### src/rtl/fw_loader_pkg.sv
// fw_loader_pkg: loader state encoding, ASCII constants and memory-map defaults.
// The memory-map macros may be supplied by the build; the values below are fallbacks.
`ifndef INSTRUCTION_BASE
`define INSTRUCTION_BASE 48
`endif
`ifndef MEM_DEPTH
`define MEM_DEPTH 64
`endif
`ifndef ADDR_WIDTH
`define ADDR_WIDTH 8
`endif
`ifndef REG_WIDTH
`define REG_WIDTH 8
`endif

package fw_loader_pkg;

  typedef enum logic [2:0] {
    ST_IDLE,
    ST_HIGH,
    ST_LOW,
    ST_COMMENT,
    ST_WRITE,
    ST_DONE,
    ST_ERROR
  } fw_ld_state_t;

  localparam logic [7:0] ASCII_HASH  = 8'h23;
  localparam logic [7:0] ASCII_LF    = 8'h0A;
  localparam logic [7:0] ASCII_CR    = 8'h0D;
  localparam logic [7:0] ASCII_SPACE = 8'h20;
  localparam logic [7:0] ASCII_TAB   = 8'h09;
  localparam logic [7:0] ASCII_NUL   = 8'h00;

  // Separators tolerated between bytes (never between the two digits of a byte).
  function automatic logic is_blank(input logic [7:0] c);
    return (c == ASCII_SPACE) || (c == ASCII_TAB) || (c == ASCII_CR) ||
           (c == ASCII_LF) || (c == ASCII_NUL);
  endfunction

endpackage

### src/rtl/fw_loader_hex.sv
// hex_char_decode: combinational ASCII hex digit decoder (0-9, A-F, a-f).
module hex_char_decode (
  input  logic [7:0] i_char,
  output logic [3:0] o_nibble,
  output logic       o_is_hex
);

  always_comb begin
    o_nibble = 4'h0;
    o_is_hex = 1'b0;
    if (i_char >= 8'h30 && i_char <= 8'h39) begin
      o_nibble = i_char[3:0];
      o_is_hex = 1'b1;
    end else if ((i_char >= 8'h41 && i_char <= 8'h46) ||
                 (i_char >= 8'h61 && i_char <= 8'h66)) begin
      // Both letter ranges have low nibble 1..6 for A..F.
      o_nibble = i_char[3:0] + 4'd9;
      o_is_hex = 1'b1;
    end
  end

endmodule

### src/rtl/fw_loader.sv
// fw_loader: parses an ASCII hex image into sequential memory writes, holding the CPU in reset.
// Optional build macro FW_LOADER_CHECKSUM_EN enables the 8-bit running checksum of written bytes.
module fw_loader
  import fw_loader_pkg::*;
#(
  parameter int BASE_ADDR = `INSTRUCTION_BASE,
  parameter int DEPTH     = `MEM_DEPTH
) (
  input  logic                   clk,
  input  logic                   reset_n,
  input  logic                   start,
  input  logic                   ch_valid,
  input  logic [7:0]             ch_data,
  output logic                   ch_ready,
  input  logic                   eof,
  output logic                   mem_we,
  output logic [`ADDR_WIDTH-1:0] mem_addr,
  output logic [`REG_WIDTH-1:0]  mem_din,
  output logic [`ADDR_WIDTH-1:0] byte_count,
  output logic                   busy,
  output logic                   done,
  output logic                   err,
  output logic [7:0]             checksum,
  output logic                   cpu_reset_n
);

  localparam int AW = `ADDR_WIDTH;
  localparam int RW = `REG_WIDTH;
  localparam logic [AW-1:0] BASE  = AW'(BASE_ADDR);
  // ADDR_WIDTH must be wide enough to hold DEPTH itself (one past the last write).
  localparam logic [AW-1:0] LIMIT = AW'(DEPTH);

  fw_ld_state_t  r_state, w_next;
  logic [AW-1:0] r_addr, r_count;
  logic [3:0]    r_high;
  logic [7:0]    r_din;
  logic          r_eof_pend, r_cpu_rst_n;
  logic [3:0]    w_nibble;
  logic          w_is_hex, w_accept, w_start_ok;

  hex_char_decode u_dec (
    .i_char   (ch_data),
    .o_nibble (w_nibble),
    .o_is_hex (w_is_hex)
  );

  assign ch_ready   = (r_state == ST_HIGH) || (r_state == ST_LOW) || (r_state == ST_COMMENT);
  assign w_accept   = ch_valid & ch_ready;
  assign w_start_ok = start & ((r_state == ST_IDLE) || (r_state == ST_DONE) || (r_state == ST_ERROR));

  always_ff @(posedge clk or negedge reset_n) begin
    if (!reset_n) r_state <= ST_IDLE;
    else          r_state <= w_next;
  end

  always_comb begin
    w_next = r_state;
    case (r_state)
      ST_IDLE, ST_DONE, ST_ERROR: if (start) w_next = ST_HIGH;
      ST_HIGH: begin
        if (r_eof_pend)                  w_next = ST_DONE;
        else if (w_accept) begin
          if (w_is_hex)                  w_next = ST_LOW;
          else if (ch_data == ASCII_HASH) w_next = ST_COMMENT;
          else if (!is_blank(ch_data))   w_next = ST_ERROR;
        end else if (eof)                w_next = ST_DONE;
      end
      ST_LOW: begin
        if (w_accept) begin
          if (!w_is_hex || r_addr == LIMIT) w_next = ST_ERROR;
          else                              w_next = ST_WRITE;
        end else if (eof)                   w_next = ST_ERROR;
      end
      ST_COMMENT: begin
        if (r_eof_pend)                     w_next = ST_DONE;
        else if (w_accept) begin
          if (ch_data == ASCII_LF)          w_next = ST_HIGH;
        end else if (eof)                   w_next = ST_DONE;
      end
      ST_WRITE: w_next = ST_HIGH;
      default:  w_next = ST_IDLE;
    endcase
  end

  // An eof that cannot be acted on this cycle is remembered until the next HIGH/COMMENT cycle.
  always_ff @(posedge clk or negedge reset_n) begin
    if (!reset_n) begin
      r_eof_pend <= 1'b0;
    end else if (w_start_ok || w_next == ST_DONE || w_next == ST_ERROR) begin
      r_eof_pend <= 1'b0;
    end else if (eof && (r_state == ST_WRITE || w_accept)) begin
      r_eof_pend <= 1'b1;
    end
  end

  always_ff @(posedge clk or negedge reset_n) begin
    if (!reset_n) begin
      r_addr  <= BASE;
      r_count <= '0;
      r_high  <= 4'h0;
      r_din   <= 8'h00;
    end else if (w_start_ok) begin
      r_addr  <= BASE;
      r_count <= '0;
    end else begin
      if (r_state == ST_HIGH && w_accept && w_is_hex) r_high <= w_nibble;
      if (r_state == ST_LOW && w_next == ST_WRITE)    r_din  <= {r_high, w_nibble};
      if (r_state == ST_WRITE) begin
        r_addr  <= r_addr + 1'b1;
        r_count <= r_count + 1'b1;
      end
    end
  end

`ifdef FW_LOADER_CHECKSUM_EN
  logic [7:0] r_checksum;

  always_ff @(posedge clk or negedge reset_n) begin
    if (!reset_n)                r_checksum <= 8'h00;
    else if (w_start_ok)         r_checksum <= 8'h00;
    else if (r_state == ST_WRITE) r_checksum <= r_checksum + r_din;
  end

  assign checksum = r_checksum;
`else
  assign checksum = 8'h00;
`endif

  // CPU is released one cycle after DONE and pulled back into reset by a new load or an abort.
  always_ff @(posedge clk or negedge reset_n) begin
    if (!reset_n)                 r_cpu_rst_n <= 1'b0;
    else if (w_start_ok)          r_cpu_rst_n <= 1'b0;
    else if (r_state == ST_DONE)  r_cpu_rst_n <= 1'b1;
    else if (r_state == ST_ERROR) r_cpu_rst_n <= 1'b0;
  end

  assign mem_we      = (r_state == ST_WRITE);
  assign mem_addr    = r_addr;
  assign mem_din     = RW'(r_din);
  assign byte_count  = r_count;
  assign busy        = ch_ready || (r_state == ST_WRITE);
  assign done        = (r_state == ST_DONE);
  assign err         = (r_state == ST_ERROR);
  assign cpu_reset_n = r_cpu_rst_n;

endmodule

### config.mk
export PLATFORM = sky130hd
export DESIGN_NAME = fw_loader
export DESIGN_NICKNAME = d
export VERILOG_FILES = /design/src/rtl/fw_loader_pkg.sv /design/src/rtl/fw_loader_hex.sv /design/src/rtl/fw_loader.sv
export SDC_FILE = /design/constraint.sdc
export NUM_CORES = 1
export LEC_CHECK = 0
export CAP_MARGIN = 20
export CORE_MARGIN = 4
export CORE_UTILIZATION = 45
export DETAILED_ROUTE_END_ITERATION = 10
export PLACE_DENSITY_LB_ADDON = 0.25
export REMOVE_ABC_BUFFERS = 1
export SLEW_MARGIN = 20
export SYNTH_ARGS = -nofsm -noshare
export SYNTH_HDL_FRONTEND = slang
export SYNTH_SLANG_ARGS = --single-unit
export TNS_END_PERCENT = 30
### constraint.sdc
create_clock -name clk -period 2.15 [get_ports clk]
set_clock_uncertainty 0.2 [all_clocks]
set_input_delay 0.43 -clock clk [delete_from_list [all_inputs] [get_ports clk]]
set_output_delay 0.43 -clock clk [all_outputs]
set_load 0.01 [all_outputs]
==> run_results.csv <==
group,metric,value,unit
drt,drcViolationCount,0,
synthesis,synth_area_per_cell,9.51,sq um
clocking,clkTransAtPathRegs,0.07,ns
global_route,grtUsageMet1,24.5,%
layout,layout.nets,332,
outcome,failed_checks,"setup timing",
layout,post-route-util,69.9,%
synthesis,yosysMostFrequentCell,"dfrtp_1",
layout,layout.area.seq,831,sq um
clocking,cts_buffers,5,
clocking,cts_tree,"done",
worst_setup_path,arrival,2.24,ns
synthesis,synth_top_flop_cell,"dfrtp_1",
synthesis,synth_area,0.00208,sq mm
layout,layout-drive-gt1-share,32.9,%
sta,max_freq,0.441,GHz
placed_design,dp_hpwl,3790,um
min_path,hp-start,"r_high[1]",
global_route,grt_pass1_vias,1869,
min_path,min_path_cells,1,
floorplan,die_y,76.0,um
floorplan,dieArea,0.00578,sq mm
sta,fin_crit_sh,106,%
synthesis,synth.area.top_cells,"dfrtp_1, mux2_4, nand2_1",
power,power_density,908,mW/mm^2
synthesis,yosys_warnings,0,
global_route,grt_max_degree,34,
floorplan,design.core.area,0.00441,sq mm
flow_run,cap_violations,0,
outcome,status,"finished with violations",
clocking,htree_levels,2,
worst_setup_path,end_kind,"flop",
global_route,grt_pass1_wl,8630,um
worst_setup_path,cp.required,2.12,ns
worst_setup_path,critical_path_class,"in2reg",
sta,maxSlewViolCount,0,
layout,area_growth,48.0,%
worst_setup_path,ff2ff_setup_slack,0,ns
clocking,cts_root_buf,"clkbuf_8",
synthesis,async_flop_share,100,%
synthesis,synth_commonest_cells,"dfrtp_1, nand2_1, nor2_1",
worst_setup_path,reg2regPathDepth,9,
worst_setup_path,critPathSlowestCell,"a2111o_1",
sta,setup_viol_count_final,9,
placed_design,port_buffers,42,
drt,dr.first_iter.drc_count,110,
placed_design,place_congestion,0.827,
power,vdd_ir_drop_max,0.833,mV
global_route,grt_use_met2,29.0,%
sta,finalHoldViolCount,0,
sta,rsz0062_at_grt,"true",
drt,routedWlPerCell,14.4,um
worst_setup_path,crit_path_cell_trace,"buf_8, inv_4, ha_4, o21bai_4, a2111o_1, a221oi_2, o211ai_2, nor2b_2, buf_12, mux2_4",
synthesis,ys_seq_area_share,39.8,%
worst_setup_path,crit_buf_inv,3,
sta,final.min_clock_period,2.27,ns
clocking,cts_sinks,33,
drt,firstDrtPassIters,4,
floorplan,die_x,76.0,um
drt,via_per_inst,5.13,
worst_setup_path,critPathTopFamily,"compound AO/OA/AOI/OAI gates",
layout,n_fill_cell,359,
drt,num_vias,1873,
synthesis,netlist.area_leader.share,37.2,%
global_route,use_met3,4.37,%
worst_setup_path,critPathMaxStageDelay,0.40,ns
sta,setup_ws,-0.119,ns
synthesis,yosysTopAreaCell,"dfrtp_1",
global_route,grt-ovfl-total,0,
sta,setup_tns,-0.898,ns
floorplan,start_util,47.2,%
layout,diodes,0,
worst_setup_path,critPathMaxFanout,8,
synthesis,synth-seq-cells,33,
min_path,hold_end,"mem_din[5]",
layout,multi_input_area,0.00120,sq mm
drt,routed_wl,5250,um
global_route,busiest_layer,"met2",
synthesis,ys_types,52,
synthesis,synth_edf_count,0,
global_route,grtUsageTotal,18.3,%
floorplan,core.rowCount,24,
worst_setup_path,r2r_end,"mem_din[4]",
worst_setup_path,regToRegStartpoint,"mem_addr[0]",
min_path,worstHoldPathType,"reg2reg",
clocking,insertion_delay,0.29,ns
drt,postRouteAntennaNets,0,
floorplan,io_pins,51,
power,p_leak,1.41,nW
clocking,cts_max_path_buffers,2,
worst_setup_path,start_kind,"input pin",
global_route,antenna_found_initial,0,
synthesis,postSynthCellCount,219,
cell usage in the layout, fill, tap and decap left out, types with 3 or more instances in the layout:
cell type	Yosys	layout
nand2_1	24	24
ha_1	7	5
mux2_4	7	7
nand4_1	4	4
inv_1	8	5
clkdlybuf4s50_1	0	30
a21oi_1	13	13
buf_4	10	52
and2_1	3	3
nand3_1	6	6
dlygate4sd2_1	0	4
nand2b_1	3	3
xor2_1	9	9
o21ai_0	9	7
dfrtp_1	31	29
xnor2_1	6	6
conb_1	1	8
clkbuf_8	0	5
nor2_1	22	20
nor3_1	5	5
kinds of logic (layout without fill, tap and decap cells):
kind of cell	Yosys count	count (layout)	share of synthesized area, %
buffers and inverters	26	113	7.69
AO/OA/AOI/OAI	41	41	14.1
adder cells (fa/ha/maj)	7	7	4.20
multiplexers	9	9	6.07
flip-flops	33	33	39.8
XOR/XNOR	15	15	6.31
other	1	8	0.180
AND/OR/NAND/NOR	87	87	21.7
registers in the layout, summed over array words and instances (netlist names):
register,count
byte_count,8
mem_addr,8
mem_din,8
r_high,4
r_state,3
cpu_reset_n,1
r_eof_pend,1
per-layer routing:
metal | wire length (um) | vias to the layer above
li1 | - | 931
met5 | 0 | -
met4 | 69 | 0
met2 | 2510 | 50
met3 | 244 | 7
met1 | 2430 | 885
how the worst max path moves through the flow:
stage | startpoint | end | slack [ns] | cells past startpoint
4_1_cts | ch_valid | mem_din[4] | -0.13 | 8
2_1_floorplan | ch_data[0] | mem_din[0] | -0.60 | 8
3_5_place_dp | ch_data[0] | mem_din[4] | -1.04 | 10
6_report | ch_data[0] | mem_din[4] | -0.12 | 10
3_3_place_gp | ch_data[0] | mem_din[6] | -0.96 | 10
5_1_grt | ch_valid | mem_din[4] | -0.21 | 8
metrics by stage:
stage	hold WS, ns	area, sq um	setup WS (ns)	power [mW]	std cells
floorplan	-0.0656	1980	-0.599	1.55	208
global placement	0.287	2850	-0.960	2.25	352
detailed placement	0.294	2850	-1.04	2.28	352
CTS	0.307	3040	-0.134	2.78	365
global route	0.313	3080	-0.207	2.99	365
finish	0.306	3080	-0.119	2.80	365
where the power goes:
part / switching, mW / total, mW / internal (mW)
sequential: 0.140 / 0.909 / 0.769
combinational: 0.637 / 1.43 / 0.792
clock: 0.239 / 0.462 / 0.223
total: 1.02 / 2.80 / 1.78
worst register-to-register path: stages, from the launching register on:
cell	delay [ns]
dfrtp_1	0.35
inv_1	0.05
ha_1	0.19
nor4b_1	0.14
buf_4	0.13
a221oi_2	0.22
o211ai_2	0.12
nor2b_2	0.17
buf_12	0.15
mux2_4	0.31
layout make-up:
type / instances / share of cell area (%)
Clock buffer: 5 / 2.23
Clock inverter: 3 / 0.568
Inverter: 8 / 1.30
Multi-Input combinational cell: 167 / 39.0
Sequential cell: 33 / 26.9
Tap cell: 52 / 2.11
Timing Repair Buffer: 97 / 27.9
repair_timing:
action                     4_1_cts  5_1_grt
setup endpoints to repair       20       15
pin swaps                        8        0
resized for setup               43       21
buffers inserted                 5        0
hold buffers                     0        0
Power figures use the tool's default switching activity.
==> patch 1 (same flow settings) <==
Add a define of `FW_LOADER_CHECKSUM_EN`.
--- a/src/rtl/fw_loader.sv
+++ b/src/rtl/fw_loader.sv
@@ -2,2 +2,4 @@
 // Optional build macro FW_LOADER_CHECKSUM_EN enables the 8-bit running checksum of written bytes.
+`define FW_LOADER_CHECKSUM_EN
+
 module fw_loader
Behaviour: not the same (Yosys sat finds a counterexample within 10 cycles, from zero or initial values and one cycle with reset_n low).
==> patch 1 against the unedited design <==
- the run ends with negative hold slack left
- synthesized cell count increased by 26%
- maximum frequency increased by 7.4%
- synthesized area increased by 23%
- wire length increased by 32%
- sequential power increased by 33%
- design area increased by 24%
- combinational power increased by 52%
- count of clock-buffer cells in the layout unchanged
- setup slack improved by 0.16 ns
- sequential cell count increased by 8
- total power increased by 42%
==> patch 1: results (changes against the unedited design) <==
- GP Congestion: 0.9205 (was 0.8271)
- Clock share of power: 0.151 (was 0.165)
- Number of global-route vias before repair: 2,558 (was 1,869)
- Final core occ: 0.6919 (was 0.6987)
- Routed len/inst: 15.12 um (was 14.39 um)
- Final hold vios: 3 (was 0)
- Reg2Reg Setup Slack: 0.07 ns (was 0 ns)
- Failing checks: negative hold slack (was negative setup slack)
- Share of the yosys chip area belonging to registers: 0.4004 (was 0.3976)
- Tap Cells: 72 (was 52)
- Invs w/o clock: 16 (was 8)
- RR Startpoint: r_state[1] (was mem_addr[0])
- First-pass GRT wire length: 11,490 um (was 8631 um)
- NumNets Final: 416 (was 332)
- Comb_multi_in: 209 (was 167)
- Synth top cells by count: 39 x dfrtp_1, 26 x nand2_1, 24 x nor2_1, 18 x a21oi_1, 18 x o21ai_0 (was 31 x dfrtp_1, 24 x nand2_1, 22 x nor2_1, 13 x a21oi_1, 10 x buf_4)
- Wl on met1: 2944 um (was 2432 um)
- Hold slack: -0.003935 ns (was 0.3058 ns)
- Synth unique cells: 57 (was 52)
- Compound-cell area share of the yosys netlist: 0.1905 (was 0.1411)
- Ranking of synthesized cells by area: dfrtp_1 38%, ha_1 6.8%, xor2_1 4.1% (was dfrtp_1 37%, mux2_4 5.0%, nand2_1 4.3%)
- Logic pwr share: 0.547 (was 0.510)
- Hold/Removal Path Class: in2async (was reg2reg)
- Multi-input gate area: 1554 um2 (was 1202 um2)
- Seq cells: 41 (was 33)
- Non-clock buffers: 115 (was 97)
- Share of layout cells above drive strength 1: 0.3041 (was 0.3291)
- Buffering overhead: 0.2548 (was 0.2787)
- Largest net degree at the start of global routing: 42 (was 34)
- Comb pwr: 2180 uW (was 1430 uW)
- Outcome: finished with violations (unchanged)
- Hpwl dp: 4969 um (was 3793 um)
- Met3 Use GR: 0.03258 (was 0.04374)
- Synth Area in Adders: 0.07599 (was 0.04204)
- Grt met2 use: 0.3418 (was 0.2902)
- Synthesized area per cell: 9.341 um2 (was 9.513 um2)
- FF+latch area: 1031 um2 (was 830.8 um2)
- Cells on worst reg2reg path: 6 (was 9)
- Leakage: 0.001744 uW (was 0.001408 uW)
[patch 1: kinds of logic after synthesis]
| kind of cell | Yosys count |
|---|---|
| flops | 41 |
| compound gates | 69 |
| mux | 7 |
| buf+inv | 25 |
| xor+xnor | 18 |
| simple gates | 100 |
| fa+ha+maj | 15 |
[patch 1: worst max-delay path by stage]
stage	startpoint	endpoint	depth (start not counted)
2_1_floorplan	ch_data[3]	mem_din[2]	6
3_3_place_gp	ch_data[0]	mem_din[2]	9
3_5_place_dp	ch_data[0]	mem_din[2]	9
4_1_cts	ch_data[7]	mem_din[5]	7
5_1_grt	ch_data[4]	r_eof_pend	9
6_report	ch_data[4]	mem_din[2]	7
[patch 1: critical path: cells and delay by family]
family	cells	cell delay, ns
AND/OR/NAND/NOR	3	0.74
AO/OA/AOI/OAI	2	0.51
multiplexers	1	0.32
buffers and inverters	1	0.09
==> patch 2 (same settings) <==
Without the edit above. The 7 states of `fw_ld_state_t` get a one-hot encoding in 7 bits.
--- a/src/rtl/fw_loader_pkg.sv
+++ b/src/rtl/fw_loader_pkg.sv
@@ -17,10 +17,10 @@
 
-  typedef enum logic [2:0] {
-    ST_IDLE,
-    ST_HIGH,
-    ST_LOW,
-    ST_COMMENT,
-    ST_WRITE,
-    ST_DONE,
-    ST_ERROR
+  typedef enum logic [6:0] {
+    ST_IDLE    = 7'b0000001,
+    ST_HIGH    = 7'b0000010,
+    ST_LOW     = 7'b0000100,
+    ST_COMMENT = 7'b0001000,
+    ST_WRITE   = 7'b0010000,
+    ST_DONE    = 7'b0100000,
+    ST_ERROR   = 7'b1000000
   } fw_ld_state_t;
Formal check against the unedited RTL: no difference found for any inputs over 10 cycles, from zero or initial values and one cycle with reset_n low; not proved beyond that.
==> patch 2 against the unedited design <==
- the run still ends with negative setup slack left
- sequential cell count increased by 4
- total power decreased by 9.5%
- via count increased by 18%
- setup slack got worse by 0.10 ns
- cell count increased by 17%
- design area increased by 16%
- synthesized area increased by 14%
- wire length increased by 17%
- hold slack got worse by 0.00052 ns
- largest power group unchanged
==> patch 2: results (changes against the unedited design) <==
- Outcome: finished with violations (unchanged)
- Failing checks: negative setup slack (unchanged)
- Met3 Use GR: 0.03812 (was 0.04374)
- Share of the yosys chip area belonging to registers: 0.3913 (was 0.3976)
- Synth top cells by count: 34 x dfrtp_1, 22 x nor2_1, 18 x o21ai_0, 13 x nand2_1 (was 31 x dfrtp_1, 24 x nand2_1, 22 x nor2_1, 13 x a21oi_1, 10 x buf_4)
- Slack of the critical path: -0.2211 ns (was -0.1187 ns)
- Share of layout cells above drive strength 1: 0.3547 (was 0.3291)
- Final Non-Filler Cells: 428 (was 365)
- # setup viols final: 17 (was 9)
- Hpwl dp: 4385 um (was 3793 um)
- Number of global-route vias before repair: 2,205 (was 1,869)
- Ranking of synthesized cells by area: dfrtp_1 36%, mux2_4 4.4%, ha_1 4.2% (was dfrtp_1 37%, mux2_4 5.0%, nand2_1 4.3%)
- NumNets Final: 378 (was 332)
- All-Layer GR Usage: 0.2088 (was 0.1826)
- Final Routed Wirelength: 6140 um (was 5251 um)
- Post-placement cell count: 407 (was 352)
- Worst Path Arrival: 2.35 ns (was 2.24 ns)
- Met1 Use GR: 0.2623 (was 0.2449)
- Core ar.: 5107 um2 (was 4414 um2)
- Hold/Removal Path Class: reg2reg (unchanged)
- Fillers: 411 (was 359)
- Peak supply drop: 0.4233 mV (was 0.8325 mV)
- Slew HR: 0.6137
- Largest net degree at the start of global routing: 38 (was 34)
- Num CTS Buffers: 5 (unchanged)
- Leakage: 0.001616 uW (was 0.001408 uW)
- Initial drt markers: 64 (was 110)
- Via density: 5.173 (was 5.132)
- Slowest stage delay, CP: 0.57 ns (was 0.40 ns)
- Critical path's top delay family: compound AO/OA/AOI/OAI gates (unchanged)
- Grt met2 use: 0.3692 (was 0.2902)
- Psw: 854.8 uW (was 1015 uW)
- Syn Inst Count: 252 (was 219)
- Synth unique cells: 59 (was 52)
- Setup slack after placement: -0.7795 ns (was -1.035 ns)
- Synth Warn #: 0 (unchanged)
- First-pass GRT wire length: 10,520 um (was 8631 um)
- Worst path slowest cell: or4_4 (was a2111o_1)
- Maximum fanout along the worst path: 5 (was 8)
- GP Congestion: 0.8973 (was 0.8271)
- Port Buf Inserts: 42 (unchanged)
==> patch 2: what timing repair did <==
item                                    CTS  global route
gates resized for setup                  63            11
endpoints found under the hold margin    34             0
endpoints found under the setup margin   23            38
pin swaps                                15             2
hold buffers                              1             0
cloned                                    1             0
setup buffers                            10             1
==> patch 2: routing by layer <==
layer,share of wire,vias up
met3,0.050,9
li1,-,1106
met5,0,-
met2,0.51,62
met1,0.43,1037
met4,0.015,0
==> patch 2: worst register-to-register path: cells and delay by family, from the launching register on <==
kind,cells,cell delay [ns]
AND/OR/NAND/NOR,1,0.57
buffers and inverters,1,0.13
flip-flops,1,0.41
multiplexers,1,0.29
AO/OA/AOI/OAI,3,0.67
==> patch 2: through the flow <==
step | cell area, um2 | TNS [ns]
2_1_floorplan | 2275 | -12.11
3_3_place_gp | 3211 | -11.56
3_5_place_dp | 3211 | -12.50
4_1_cts | 3538 | -2.418
5_1_grt | 3590 | -4.772
6_report | 3590 | -2.493
==> patch 2: layout make-up <==
class                           count  area share
Sequential cell                    37      0.2590
Multi-Input combinational cell    190      0.4019
Inverter                           12     0.01255
Clock inverter                      3     0.01290
Timing Repair Buffer              111      0.2701
Clock buffer                        5     0.01917
Tap cell                           70     0.02440
==> patch 2: cells by family (layout without fill, tap and decap cells) <==
| logic type | count (synthesis) | in the layout | synth area share |
|---|---|---|---|
| adders and majority gates | 8 | 8 | 0.04213 |
| DFF | 37 | 37 | 0.3913 |
| other | 1 | 8 | 0.001578 |
| buffers and inverters | 32 | 131 | 0.07267 |
| xor gates and xnor gates | 15 | 15 | 0.05529 |
| muxes | 9 | 9 | 0.05319 |
| and+or+nand+nor | 92 | 92 | 0.2196 |
| AOI/OAI and AO/OA | 58 | 58 | 0.1643 |
==> patch 2: power by group through the flow <==
stage	combinational [uW]	clock (uW)	sequential, uW
4_1_cts	1040	620	826
6_report	1100	610	828
5_1_grt	1190	661	839
3_5_place_dp	915	0	834
2_1_floorplan	423	0	873
3_3_place_gp	917	0	834
==> patch 2: worst paths after layout <==
check	endpoint	startpoint	cells after the start	slack [ns]
worst max-delay path	mem_din[4]	r_state[4]	6	-0.22
worst min-delay path	r_high[3]	r_high[3]	1	0.31
worst max register to register	mem_din[4]	r_state[4]	6	-0.22
worst min register to register	r_high[3]	r_high[3]	1	0.31
max in group asynchronous	mem_addr[4]	reset_n	3	0.89
min in group asynchronous	mem_addr[6]	reset_n	3	0.51
